## config.mk

```make
export PLATFORM = sky130hd
export DESIGN_NAME = serial_shifter
export DESIGN_NICKNAME = d
export VERILOG_FILES = /design/src/rtl/serial_shifter.sv
export SDC_FILE = /design/constraint.sdc
export NUM_CORES = 1
export LEC_CHECK = 0
export ABC_AREA = 1
export CAP_MARGIN = 10
export CORE_MARGIN = 8
export CORE_UTILIZATION = 54
export CTS_CLUSTER_SIZE = 40
export DETAILED_ROUTE_END_ITERATION = 6
export PLACE_DENSITY = 0.9
export SYNTH_ARGS = -nofsm -noshare
export SYNTH_HDL_FRONTEND = slang
export SYNTH_SLANG_ARGS = --single-unit
```

## constraint.sdc

```tcl
create_clock -name clk_25k -period 1.9 [get_ports clk_25k]
set_clock_uncertainty 0.2 [all_clocks]
set_input_delay 0.38 -clock clk_25k [delete_from_list [all_inputs] [get_ports clk_25k]]
set_output_delay 0.38 -clock clk_25k [all_outputs]
set_load 0.05 [all_outputs]
```

## src/rtl/serial_shifter.sv

```systemverilog
// 16-bit MSB-first serial transmitter driven by an external frame controller.
// One-entry holding buffer, frame-alignment checking, sticky error flags and a completed-frame counter.
module serial_shifter #(
  parameter int CNT_W = 8
) (
  input  logic             clk_25k,
  input  logic             rst_n,
  input  logic             start,
  input  logic             str,
  input  logic [15:0]      din,
  input  logic             din_valid,
  output logic             din_ready,
  input  logic             err_clr,
  output logic             sdata,
  output logic             shift_en,
  output logic             latch,
  output logic             underrun,
  output logic             frame_err,
  output logic [CNT_W-1:0] frame_cnt
);

  localparam logic [CNT_W-1:0] CNT_ONE = {{(CNT_W-1){1'b0}}, 1'b1};

  logic [15:0] hold_word;
  logic        buf_full;
  logic [15:0] shreg;
  logic [15:0] last_word;
  logic [3:0]  bit_cnt;
  logic        active;

  logic accept;
  logic last_bit;
  logic bad_start;
  logic bad_str;

  assign accept    = din_valid & ~buf_full;
  assign last_bit  = active && (bit_cnt == 4'd15);
  assign bad_start = start && active && (bit_cnt != 4'd15);
  assign bad_str   = str && !(active && (bit_cnt == 4'd14));

  assign din_ready = ~buf_full;
  assign sdata     = active ? shreg[15] : 1'b0;
  assign shift_en  = active;

  // Buffer payload is qualified by buf_full, so it needs no reset.
  always_ff @(posedge clk_25k) begin
    if (accept) hold_word <= din;
  end

  always_ff @(posedge clk_25k or negedge rst_n) begin
    if (!rst_n) begin
      shreg     <= '0;
      last_word <= '0;
      buf_full  <= 1'b0;
      bit_cnt   <= '0;
      active    <= 1'b0;
      latch     <= 1'b0;
      underrun  <= 1'b0;
      frame_err <= 1'b0;
      frame_cnt <= '0;
    end else begin
      latch <= 1'b0;

      if (err_clr) begin
        underrun  <= 1'b0;
        frame_err <= 1'b0;
      end
      if (bad_start || bad_str) frame_err <= 1'b1;

      if (accept) buf_full <= 1'b1;

      // A word accepted on the load edge lands in the buffer for the next frame, never this one.
      if (start) begin
        if (buf_full) begin
          shreg     <= hold_word;
          last_word <= hold_word;
          buf_full  <= 1'b0;
        end else begin
          shreg    <= last_word;
          underrun <= 1'b1;
        end
        bit_cnt <= '0;
        active  <= 1'b1;
      end else if (active) begin
        if (bit_cnt == 4'd15) begin
          active <= 1'b0;
        end else begin
          shreg   <= shreg << 1;
          bit_cnt <= bit_cnt + 4'd1;
        end
      end

      // Only a frame that reaches its final bit counts; aborted frames never get here.
      if (last_bit) begin
        latch     <= 1'b1;
        frame_cnt <= frame_cnt + CNT_ONE;
      end
    end
  end

endmodule

```

==> results.sh, run 1 <==
export IMPL_run_status="completed"
export IMPL_post_dp_hpwl_mm=3.74
export IMPL_dieArea_um2=7750
export IMPL_sequential_to_total_area_share_from_yosys_stat_pct=60.9
export IMPL_first_global_vias=2163
export IMPL_synthesis_nets=335
export IMPL_synth_cell_type_count=25
export IMPL_detailedRoute_firstIterationViolations=113
export IMPL_timing_final_crit_period_ns=1.72
export IMPL_cp_arrival_ns=1.14
export IMPL_grt_overflow_total=0
export IMPL_rr_worst_depth=5
export IMPL_worstReg2RegStart="bit_cnt[1]"
export IMPL_clkLatencyLatePin_ns=0.33
export IMPL_finish_net_count=378
export IMPL_num_fill_cells=367
export IMPL_critical_path_peak_fanout=5
export IMPL_setup_tns_ns=0
export IMPL_core_area_um2=5040
export IMPL_timing_rr_end="frame_cnt[5]"
export IMPL_path_depth=3
export IMPL_clockBufferDepth=2
export IMPL_power_sequential_fraction_pct=52.9
export IMPL_cellLeakagePower_nw=1.69
export IMPL_max_freq_mhz=582
export IMPL_grt_start_max_net_pins=33
export IMPL_comb_power_share_pct=14.6
export IMPL_path_class="reg2out"
export IMPL_grt_pass1_wl_mm=9.10
export IMPL_path_clk_slew_ns=0.07
export IMPL_finalHoldViolCount=0
export IMPL_initial_standard_cell_utilization_of_the_core_pct=55.6
export IMPL_fin_crit_sh_pct=90.5
export IMPL_timing_critical_path_cells="nand2_1 > inv_1 > buf_12"
export IMPL_drtAntennaViolNets=0
export IMPL_avgRoutedWirePerCell_um=12.2
export IMPL_final_cell_mix="sky130_fd_sc_hd__nand2_1 (128), sky130_fd_sc_hd__dfrtp_1 (49), sky130_fd_sc_hd__o21ai_0 (40)"
export IMPL_power_switching_mw=0.841
export IMPL_globalplace_congestion=0.796
export IMPL_clock_power_share_pct=32.6
export IMPL_ir_drop_uv=719
export IMPL_worst_endpoint_required_ns=1.32
export IMPL_hold_class="in2async"
export IMPL_yosys_warnings=0
export IMPL_setup_repair_after_global_routing_missed_its_margin="no"
export IMPL_post_cts_repair_setup_buffers=0
export IMPL_layout_core_utilization_pct=68.7
export IMPL_numPortBuffers=35
export IMPL_start_point_of_the_critical_path="shift_en"
export IMPL_timing_final_setup_violations=0
export IMPL_async_reset_ff_share_pct=75.4
export IMPL_max_cap_viol_count=0
export IMPL_ys_ff_latch=65
export IMPL_sw_share_pct=26.6
export IMPL_synthesis_area_um2=2800
export IMPL_syn_to_final_growth_pct=23.7
export IMPL_antenna_violations_before_repair=0
export IMPL_floorplan_io_pins=36
export IMPL_syn_inst=310
export IMPL_maxSlewHeadroom_pct=72.8
export IMPL_antenna_diode_count=0
export IMPL_synth_top_flop_cell="sky130_fd_sc_hd__dfrtp_1"
export IMPL_routed_wl_mm=5.23
export IMPL_drt_pass1_iterations=4
export IMPL_floorplan_die_height_um=88.0
export IMPL_clock_sinks=65
export IMPL_edff_count_synth=16
export IMPL_cts_htree_levels=3
export IMPL_fp_row_count=26
export IMPL_final_layout_size_suffix_gt1_share_pct=11.7
export IMPL_cellPowerDensity_nw_per_um2=913
export IMPL_slew_at_the_pin_closest_to_its_max_slew_limit_ns=0.407
export IMPL_final_common_cell="sky130_fd_sc_hd__nand2_1"
export IMPL_worstPathBufferInverterCount=2
export IMPL_cts_made_buffers=9
export IMPL_routed_vias=2082
export IMPL_fp_dieW_um=88.0
export IMPL_crit_path_end="sdata"
export IMPL_reg2reg_slack_ns=0.21
export IMPL_remaining_drc_errors=0
export IMPL_cts_root_buf="sky130_fd_sc_hd__clkbuf_8"
export IMPL_cpLargestDelayFamily="flip-flops"
export IMPL_power_internal_mw=2.32
export IMPL_clock_tree_from_tritoncts="done"
export IMPL_critPathMaxStageDelay_ns=0.48
export IMPL_track_usage_pct=15.5
export IMPL_vias_per_cell=4.86
export IMPL_final_max_slew_viol_count=0
export IMPL_average_cell_area_after_synthesis_um2=9.04
export IMPL_startpoint_type="flip-flop"
export IMPL_worst_setup_path_end_kind="primary output"
export IMPL_cpMaxStageDelayCell="sky130_fd_sc_hd__dfrtp_1"
-- per-stage QoR --
step / area (um2) / hold WS, ns / total power, mW / worst slack (ns) / cells
after floorplan: 2800 / -0.116 / 1.98 / 0.0868 / 310
after global placement: 3280 / 0.0793 / 2.13 / 0.134 / 411
after detailed placement: 3280 / 0.0815 / 2.16 / 0.0697 / 411
after CTS: 3460 / 0.239 / 3.20 / 0.150 / 428
after global routing: 3460 / 0.262 / 3.34 / 0.0541 / 428
final: 3460 / 0.257 / 3.16 / 0.181 / 428
-- state kept, by name, summed over array words and instances, names as in the netlist --
name       cells
last_word     16
frame_err      1
bit_cnt        4
buf_full       1
shift_en       1
latch          1
underrun       1
hold_word     16
shreg         16
frame_cnt      8
-- cells by family after synthesis --
group,count (synthesis),share of synthesized area (%)
xor gates and xnor gates,5,1.56
adders and majority gates,3,1.34
and+or+nand+nor,147,20.9
buffers and inverters,45,6.97
AOI/OAI and AO/OA,45,8.31
DFF,65,60.9
-- routing by layer --
layer	track usage (%)	share of wire, %	wire length [um]
met5	0	0	0
met4	9.83	2.3	122
met3	5.72	6.1	318
met2	25.2	47	2440
met1	16.9	45	2350
-- worst min path at each step --
stage | endpoint | start | slack, ns | depth (start not counted)
finish | frame_cnt[5] | rst_n | 0.26 | 2
global route | bit_cnt[2] | rst_n | 0.26 | 2
CTS | frame_cnt[5] | rst_n | 0.24 | 2
detailed placement | frame_cnt[3] | rst_n | 0.08 | 1
global placement | frame_cnt[4] | rst_n | 0.08 | 1
floorplan | bit_cnt[0] | rst_n | -0.12 | 0
-- Yosys cell counts (3+ instances only) --
cell type | count | share of area (%)
sky130_fd_sc_hd__buf_2 | 4 | 0.71
sky130_fd_sc_hd__edfxtp_1 | 16 | 17
sky130_fd_sc_hd__xnor2_1 | 3 | 0.94
sky130_fd_sc_hd__inv_1 | 31 | 4.2
sky130_fd_sc_hd__clkbuf_1 | 4 | 0.54
sky130_fd_sc_hd__ha_1 | 3 | 1.3
sky130_fd_sc_hd__nor2_1 | 5 | 0.67
sky130_fd_sc_hd__dfrtp_1 | 49 | 44
sky130_fd_sc_hd__nand2_1 | 128 | 17
sky130_fd_sc_hd__o21ai_0 | 40 | 7.1
sky130_fd_sc_hd__nand3_1 | 8 | 1.4
-- power groups by stage --
stage	logic (mW)	registers [mW]	clock network, mW
after global placement	0.441	1.69	0
after detailed placement	0.465	1.69	0
after CTS	0.467	1.67	1.06
final	0.460	1.67	1.03
after floorplan	0.286	1.69	0
after global routing	0.531	1.69	1.12
-- timing repair --
action,4_1_cts,5_1_grt
endpoints found under the hold margin,14,0
hold buffers,1,0
resized for setup,0,0
-- cell type report --
class                           count  area (um2)  share of cell area (%)
Timing Repair Buffer               44         468                    13.5
Sequential cell                    65        1710                    49.3
Tap cell                           70        87.6                    2.53
Clock inverter                      3        15.0                   0.433
Clock buffer                       13         159                    4.59
Multi-Input combinational cell    200         900                    26.0
Inverter                           33         129                    3.72
Note: power is estimated with default switching activity, not from simulation.
==> inputs of run 2 (changes only) <==
- CORE_UTILIZATION: 54 -> 52
- PLACE_DENSITY: 0.9 -> 0.88
==> run 2 against run 1 <==
- core utilization is 0.18 points higher
- register-to-register slack hardly changed
- setup slack worse by 0.016 ns
- clock-buffer cell count is 4 lower
- sequential cell count stayed put
- largest cell class unchanged
- hold slack better by 0.033 ns
- via count is 0.67% higher
- first-iteration DRC count is 13% lower
- critical path type unchanged
- die area is 3.1% higher
- global-route usage is 0.17 points higher
- cell area is 2.2% higher
- clock power is 37% higher
==> results.sh, run 2 (same netlist as run 1, synthesis figures left out) <==
export IMPL_detailedPlace_worstSlack_ns=0.0997
export IMPL_grt_use_met2_pct=25.7
export IMPL_cts_made_buffers=9
export IMPL_timing_hold_worst_endpoint="shreg[4]"
export IMPL_critical_path_peak_fanout=8
export IMPL_grt_pass1_wl_mm=9.55
export IMPL_worstPathBufferInverterCount=2
export IMPL_run_status="completed"
export IMPL_fp_row_count=26
export IMPL_path_class="reg2out"
export IMPL_drt_pass1_iterations=4
export IMPL_design_area_um2=3540
export IMPL_timing_final_crit_period_ns=1.74
export IMPL_drtAntennaViolNets=0
export IMPL_cpMaxStageDelayCell="sky130_fd_sc_hd__dfrtp_1"
export IMPL_post_dp_hpwl_mm=3.76
export IMPL_startpoint_type="flip-flop"
export IMPL_final_layout_size_suffix_gt1_share_pct=12.5
export IMPL_ir_drop_uv=904
export IMPL_cellPowerDensity_nw_per_um2=1000
export IMPL_grt_start_max_net_pins=50
export IMPL_critPathMaxStageDelay_ns=0.36
export IMPL_min_delay_path_depth=2
export IMPL_path_clk_slew_ns=0.07
export IMPL_setup_tns_ns=0
export IMPL_worst_endpoint_required_ns=1.32
export IMPL_hold_class="reg2reg"
export IMPL_finalHoldWorstSlack_ns=0.290
export IMPL_cts_htree_levels=3
export IMPL_max_cap_viol_count=0
export IMPL_power_sequential_fraction_pct=47.1
export IMPL_worstHoldStart="shreg[4]"
export IMPL_fin_crit_sh_pct=91.3
export IMPL_clkLatencyLatePin_ns=0.34
export IMPL_cellLeakagePower_nw=1.71
export IMPL_cpLargestDelayFamily="buffers and inverters"
export IMPL_finish_cell_count_without_fillers=429
export IMPL_final_setup_worst_slack_ns=0.165
export IMPL_remaining_drc_errors=0
export IMPL_clock_power_share_pct=39.7
export IMPL_routed_vias=2096
export IMPL_timing_final_setup_violations=0
export IMPL_first_global_vias=2198
export IMPL_dieArea_um2=7990
export IMPL_clock_tree_from_tritoncts="done"
export IMPL_dpl_instance_area_um2=3290
export IMPL_reg2reg_slack_ns=0.22
export IMPL_sw_share_pct=25.3
export IMPL_vias_per_cell=4.89
export IMPL_timing_rr_end="frame_cnt[4]"
export IMPL_clockBufferDepth=2
export IMPL_track_usage_pct=15.7
export IMPL_rr_worst_depth=5
export IMPL_globalplace_congestion=0.780
export IMPL_place_detailed_instances=412
export IMPL_power_internal_mw=2.65
export IMPL_met3_usage_pct=5.24
export IMPL_worst_setup_path_end_kind="primary output"
export IMPL_clock_sinks=65
export IMPL_worstReg2RegStart="bit_cnt[1]"
export IMPL_slew_at_the_pin_closest_to_its_max_slew_limit_ns=0.400
export IMPL_floorplan_io_pins=36
export IMPL_maxSlewHeadroom_pct=73.3
export IMPL_final_common_cell="sky130_fd_sc_hd__nand2_1"
export IMPL_initial_standard_cell_utilization_of_the_core_pct=54.5
export IMPL_final_max_slew_viol_count=0
export IMPL_post_cts_repair_setup_buffers=0
export IMPL_routed_wl_mm=5.40
export IMPL_postCtsResizedCells=0
export IMPL_antenna_violations_before_repair=0
export IMPL_timing_critical_path_cells="clkinv_1 > buf_4"
export IMPL_final_cell_mix="sky130_fd_sc_hd__nand2_1 (128), sky130_fd_sc_hd__dfrtp_1 (49), sky130_fd_sc_hd__o21ai_0 (40)"
export IMPL_finish_net_count=379
export IMPL_globalRoute_busiestLayer="met2"
export IMPL_grt_overflow_total=0
export IMPL_floorplan_die_height_um=89.4
export IMPL_antenna_diode_count=0
export IMPL_post_cts_hold_buffer_count=1
export IMPL_max_freq_mhz=576
export IMPL_grt_use_met1_pct=18.3
export IMPL_num_fill_cells=386
export IMPL_layout_top_registers="hold_word: 16 flops, last_word: 16 flops, shreg: 16 flops"
export IMPL_setup_repair_after_global_routing_missed_its_margin="no"
export IMPL_cp_arrival_ns=1.16
export IMPL_finalHoldViolCount=0
export IMPL_detailedRoute_firstIterationViolations=98
export IMPL_numPortBuffers=35
export IMPL_core_area_um2=5140
export IMPL_comb_power_share_pct=13.2
export IMPL_power_switching_mw=0.898
export IMPL_fp_dieW_um=89.4
export IMPL_avgRoutedWirePerCell_um=12.6
export IMPL_syn_to_final_growth_pct=26.4
export IMPL_cts_root_buf="sky130_fd_sc_hd__clkbuf_8"
[run 2: cell count changes in the layout (fill, tap and decap cells not counted), sizes merged]
cell      previous run  this run
clkbuf              13         9
bufinv               0         3
clkinvlp             0         2
buf                 23        24
clkinv               5         4
[run 2: tightest hold or removal path: cells and delay by family (launching register included)]
family	cells	cell delay, ns
flip-flops	1	0.35
AND/OR/NAND/NOR	2	0.10
[run 2: routing by layer]
layer	part of all wire, %	vias up	routed length, um
met2	47	68	2560
met5	0	-	0
met1	44	961	2390
met3	6.9	7	375
li1	-	1060	-
met4	1.4	0	74
[run 2: power by group through the flow]
stage	logic [mW]	registers [mW]	clock network (mW)
2_1_floorplan	0.286	1.69	0
3_3_place_gp	0.445	1.69	0
3_5_place_dp	0.466	1.70	0
4_1_cts	0.473	1.67	1.42
5_1_grt	0.542	1.69	1.48
6_report	0.468	1.67	1.41
[run 2: how the worst max path moves through the flow]
stage | start | to | slack (ns) | cells after the start
floorplan | buf_full | hold_word[0] | 0.09 | 4
global placement | start | bit_cnt[3] | 0.16 | 6
detailed placement | start | bit_cnt[1] | 0.1 | 6
CTS | buf_full | din_ready | 0.16 | 2
global route | bit_cnt[1] | frame_cnt[4] | 0.08 | 5
finish | buf_full | din_ready | 0.16 | 2
[run 2: final cells by class]
cell class / instances / area, um2 / area share, %
Inverter: 33 / 129 / 3.64
Multi-Input combinational cell: 200 / 900 / 25.4
Clock inverter: 7 / 119 / 3.36
Clock buffer: 9 / 124 / 3.50
Sequential cell: 65 / 1710 / 48.2
Tap cell: 70 / 87.6 / 2.47
Timing Repair Buffer: 45 / 475 / 13.4
[run 2: metrics by stage]
stage	utilization (%)	total power [mW]
floorplan	-	1.98
global placement	64.0	2.14
detailed placement	64.0	2.16
CTS	68.9	3.57
global route	68.9	3.71
finish	68.9	3.55
==> inputs of run 3 (changes only) <==
- CORE_ASPECT_RATIO: not set -> 1.1
- PLACE_DENSITY: 0.88 -> 0.81
==> run 3 against run 2 <==
- highest routed layer unchanged
- final cell count increased by 0.93%
- clock-buffer cell count unchanged
- non-clock buffer count shrank 1
- via count rose by 0.57%
- setup slack worse by 0.015 ns
- die area about the same
- register-to-register slack got worse by 0.02 ns
==> results.sh, run 3 (same netlist as run 1, synthesis figures left out) <==
export IMPL_cts_made_buffers=9
export IMPL_startpoint_type="flip-flop"
export IMPL_setup_tns_ns=0
export IMPL_worst_setup_path_end_kind="primary output"
export IMPL_fin_crit_sh_pct=92.1
export IMPL_first_global_vias=2201
export IMPL_design_area_um2=3520
export IMPL_cpLargestDelayFamily="buffers and inverters"
export IMPL_slew_at_the_pin_closest_to_its_max_slew_limit_ns=0.426
export IMPL_timing_hold_worst_endpoint="shreg[15]"
export IMPL_cts_htree_levels=3
export IMPL_worstPathBufferInverterCount=2
export IMPL_drtAntennaViolNets=0
export IMPL_dpl_instance_area_um2=3290
export IMPL_fp_dieW_um=86.0
export IMPL_drt_pass1_iterations=4
export IMPL_cellLeakagePower_nw=1.70
export IMPL_globalRoute_busiestLayer="met2"
export IMPL_postCtsResizedCells=0
export IMPL_timing_rr_end="frame_cnt[5]"
export IMPL_cp_arrival_ns=1.17
export IMPL_track_usage_pct=15.6
export IMPL_finish_net_count=378
export IMPL_vias_per_cell=4.87
export IMPL_timing_final_setup_violations=0
export IMPL_clock_sinks=65
export IMPL_critPathMaxStageDelay_ns=0.36
export IMPL_critical_path_peak_fanout=8
export IMPL_final_layout_size_suffix_gt1_share_pct=12.3
export IMPL_clock_tree_from_tritoncts="done"
export IMPL_final_common_cell="sky130_fd_sc_hd__nand2_1"
export IMPL_finish_cell_count_without_fillers=433
export IMPL_floorplan_io_pins=36
export IMPL_cpMaxStageDelayCell="sky130_fd_sc_hd__dfrtp_1"
export IMPL_initial_standard_cell_utilization_of_the_core_pct=53.0
export IMPL_rr_worst_depth=5
export IMPL_remaining_drc_errors=0
export IMPL_dieArea_um2=7990
export IMPL_routed_wl_mm=5.30
export IMPL_cellPowerDensity_nw_per_um2=970
export IMPL_ir_drop_uv=715
export IMPL_grt_use_met1_pct=18.8
export IMPL_antenna_diode_count=0
export IMPL_run_status="completed"
export IMPL_antenna_violations_before_repair=0
export IMPL_globalplace_congestion=0.771
export IMPL_timing_critical_path_cells="clkinv_1 > buf_4"
export IMPL_maxSlewHeadroom_pct=71.6
export IMPL_final_max_slew_viol_count=0
export IMPL_min_delay_path_depth=2
export IMPL_detailedRoute_firstIterationViolations=150
export IMPL_max_cap_viol_count=0
export IMPL_met3_usage_pct=6.49
export IMPL_clockBufferDepth=2
export IMPL_finalHoldViolCount=0
export IMPL_path_clk_slew_ns=0.07
export IMPL_grt_pass1_wl_mm=9.78
export IMPL_setup_repair_after_global_routing_missed_its_margin="no"
export IMPL_floorplan_die_height_um=93.0
export IMPL_worstHoldStart="shreg[15]"
export IMPL_reg2reg_slack_ns=0.20
export IMPL_core_area_um2=5290
export IMPL_timing_final_crit_period_ns=1.75
export IMPL_place_detailed_instances=416
export IMPL_start_point_of_the_critical_path="buf_full"
export IMPL_worst_endpoint_required_ns=1.32
export IMPL_worstReg2RegStart="bit_cnt[1]"
export IMPL_grt_overflow_total=0
export IMPL_path_class="reg2out"
export IMPL_numPortBuffers=35
export IMPL_routed_vias=2108
export IMPL_layout_top_registers="hold_word: 16 flops, last_word: 16 flops, shreg: 16 flops"
export IMPL_syn_to_final_growth_pct=25.5
export IMPL_max_freq_mhz=571
export IMPL_cts_root_buf="sky130_fd_sc_hd__clkbuf_8"
export IMPL_post_dp_hpwl_mm=3.61
export IMPL_avgRoutedWirePerCell_um=12.2
export IMPL_path_depth=2
export IMPL_fp_row_count=28
export IMPL_final_cell_mix="sky130_fd_sc_hd__nand2_1 (128), sky130_fd_sc_hd__dfrtp_1 (49), sky130_fd_sc_hd__o21ai_0 (40)"
export IMPL_hold_class="reg2reg"
export IMPL_clkLatencyLatePin_ns=0.35
export IMPL_grt_start_max_net_pins=50
export IMPL_grt_use_met2_pct=23.7
## run 3: layout make-up
class	count	area, um2
fillers	404	1770
flip-flops and latches	65	1710
multi-input cells	200	900
repair buffers	44	468
inverters	33	129
clock buffers	9	124
clock inverters	7	95.1
well taps	75	93.8
## run 3: what timing repair did
item / in CTS / in global routing
setup buffers: 0 / 0
hold buffers: 1 / 0
endpoints found under the hold margin: 49 / 0
## run 3: worst max-delay path by stage
stage,end,slack (ns)
2_1_floorplan,hold_word[0],0.09
3_3_place_gp,shreg[0],0.12
4_1_cts,din_ready,0.13
6_report,din_ready,0.15
5_1_grt,frame_cnt[2],0.03
3_5_place_dp,last_word[0],0.08
## run 3: power by group
part           switching [mW]  internal [mW]
Clock                   0.530          0.737
Sequential             0.0702           1.60
Combinational           0.290          0.180
## run 3: stage by stage
stage | power (mW) | worst slack [ns] | hold slack [ns] | util (%)
after detailed placement | 2.16 | 0.0803 | 0.187 | 62.1
after floorplan | 1.98 | 0.0868 | -0.116 | -
after global placement | 2.14 | 0.121 | 0.186 | 62.1
after CTS | 3.44 | 0.130 | 0.287 | 66.5
after global routing | 3.59 | 0.0313 | 0.318 | 66.5
final | 3.41 | 0.150 | 0.283 | 66.5
## run 3: worst register-to-register path, cell delays in order, from the launching register on
cell,delay (ns)
sky130_fd_sc_hd__dfrtp_1,0.41
sky130_fd_sc_hd__ha_1,0.23
sky130_fd_sc_hd__nand3_2,0.11
sky130_fd_sc_hd__nor2_2,0.36
sky130_fd_sc_hd__nand2_1,0.13
sky130_fd_sc_hd__xnor2_1,0.15
## run 3: metal layers
layer	vias up	routed length, um
met5	-	0
li1	1060	-
met3	8	278
met4	0	99
met2	53	2480
met1	987	2440
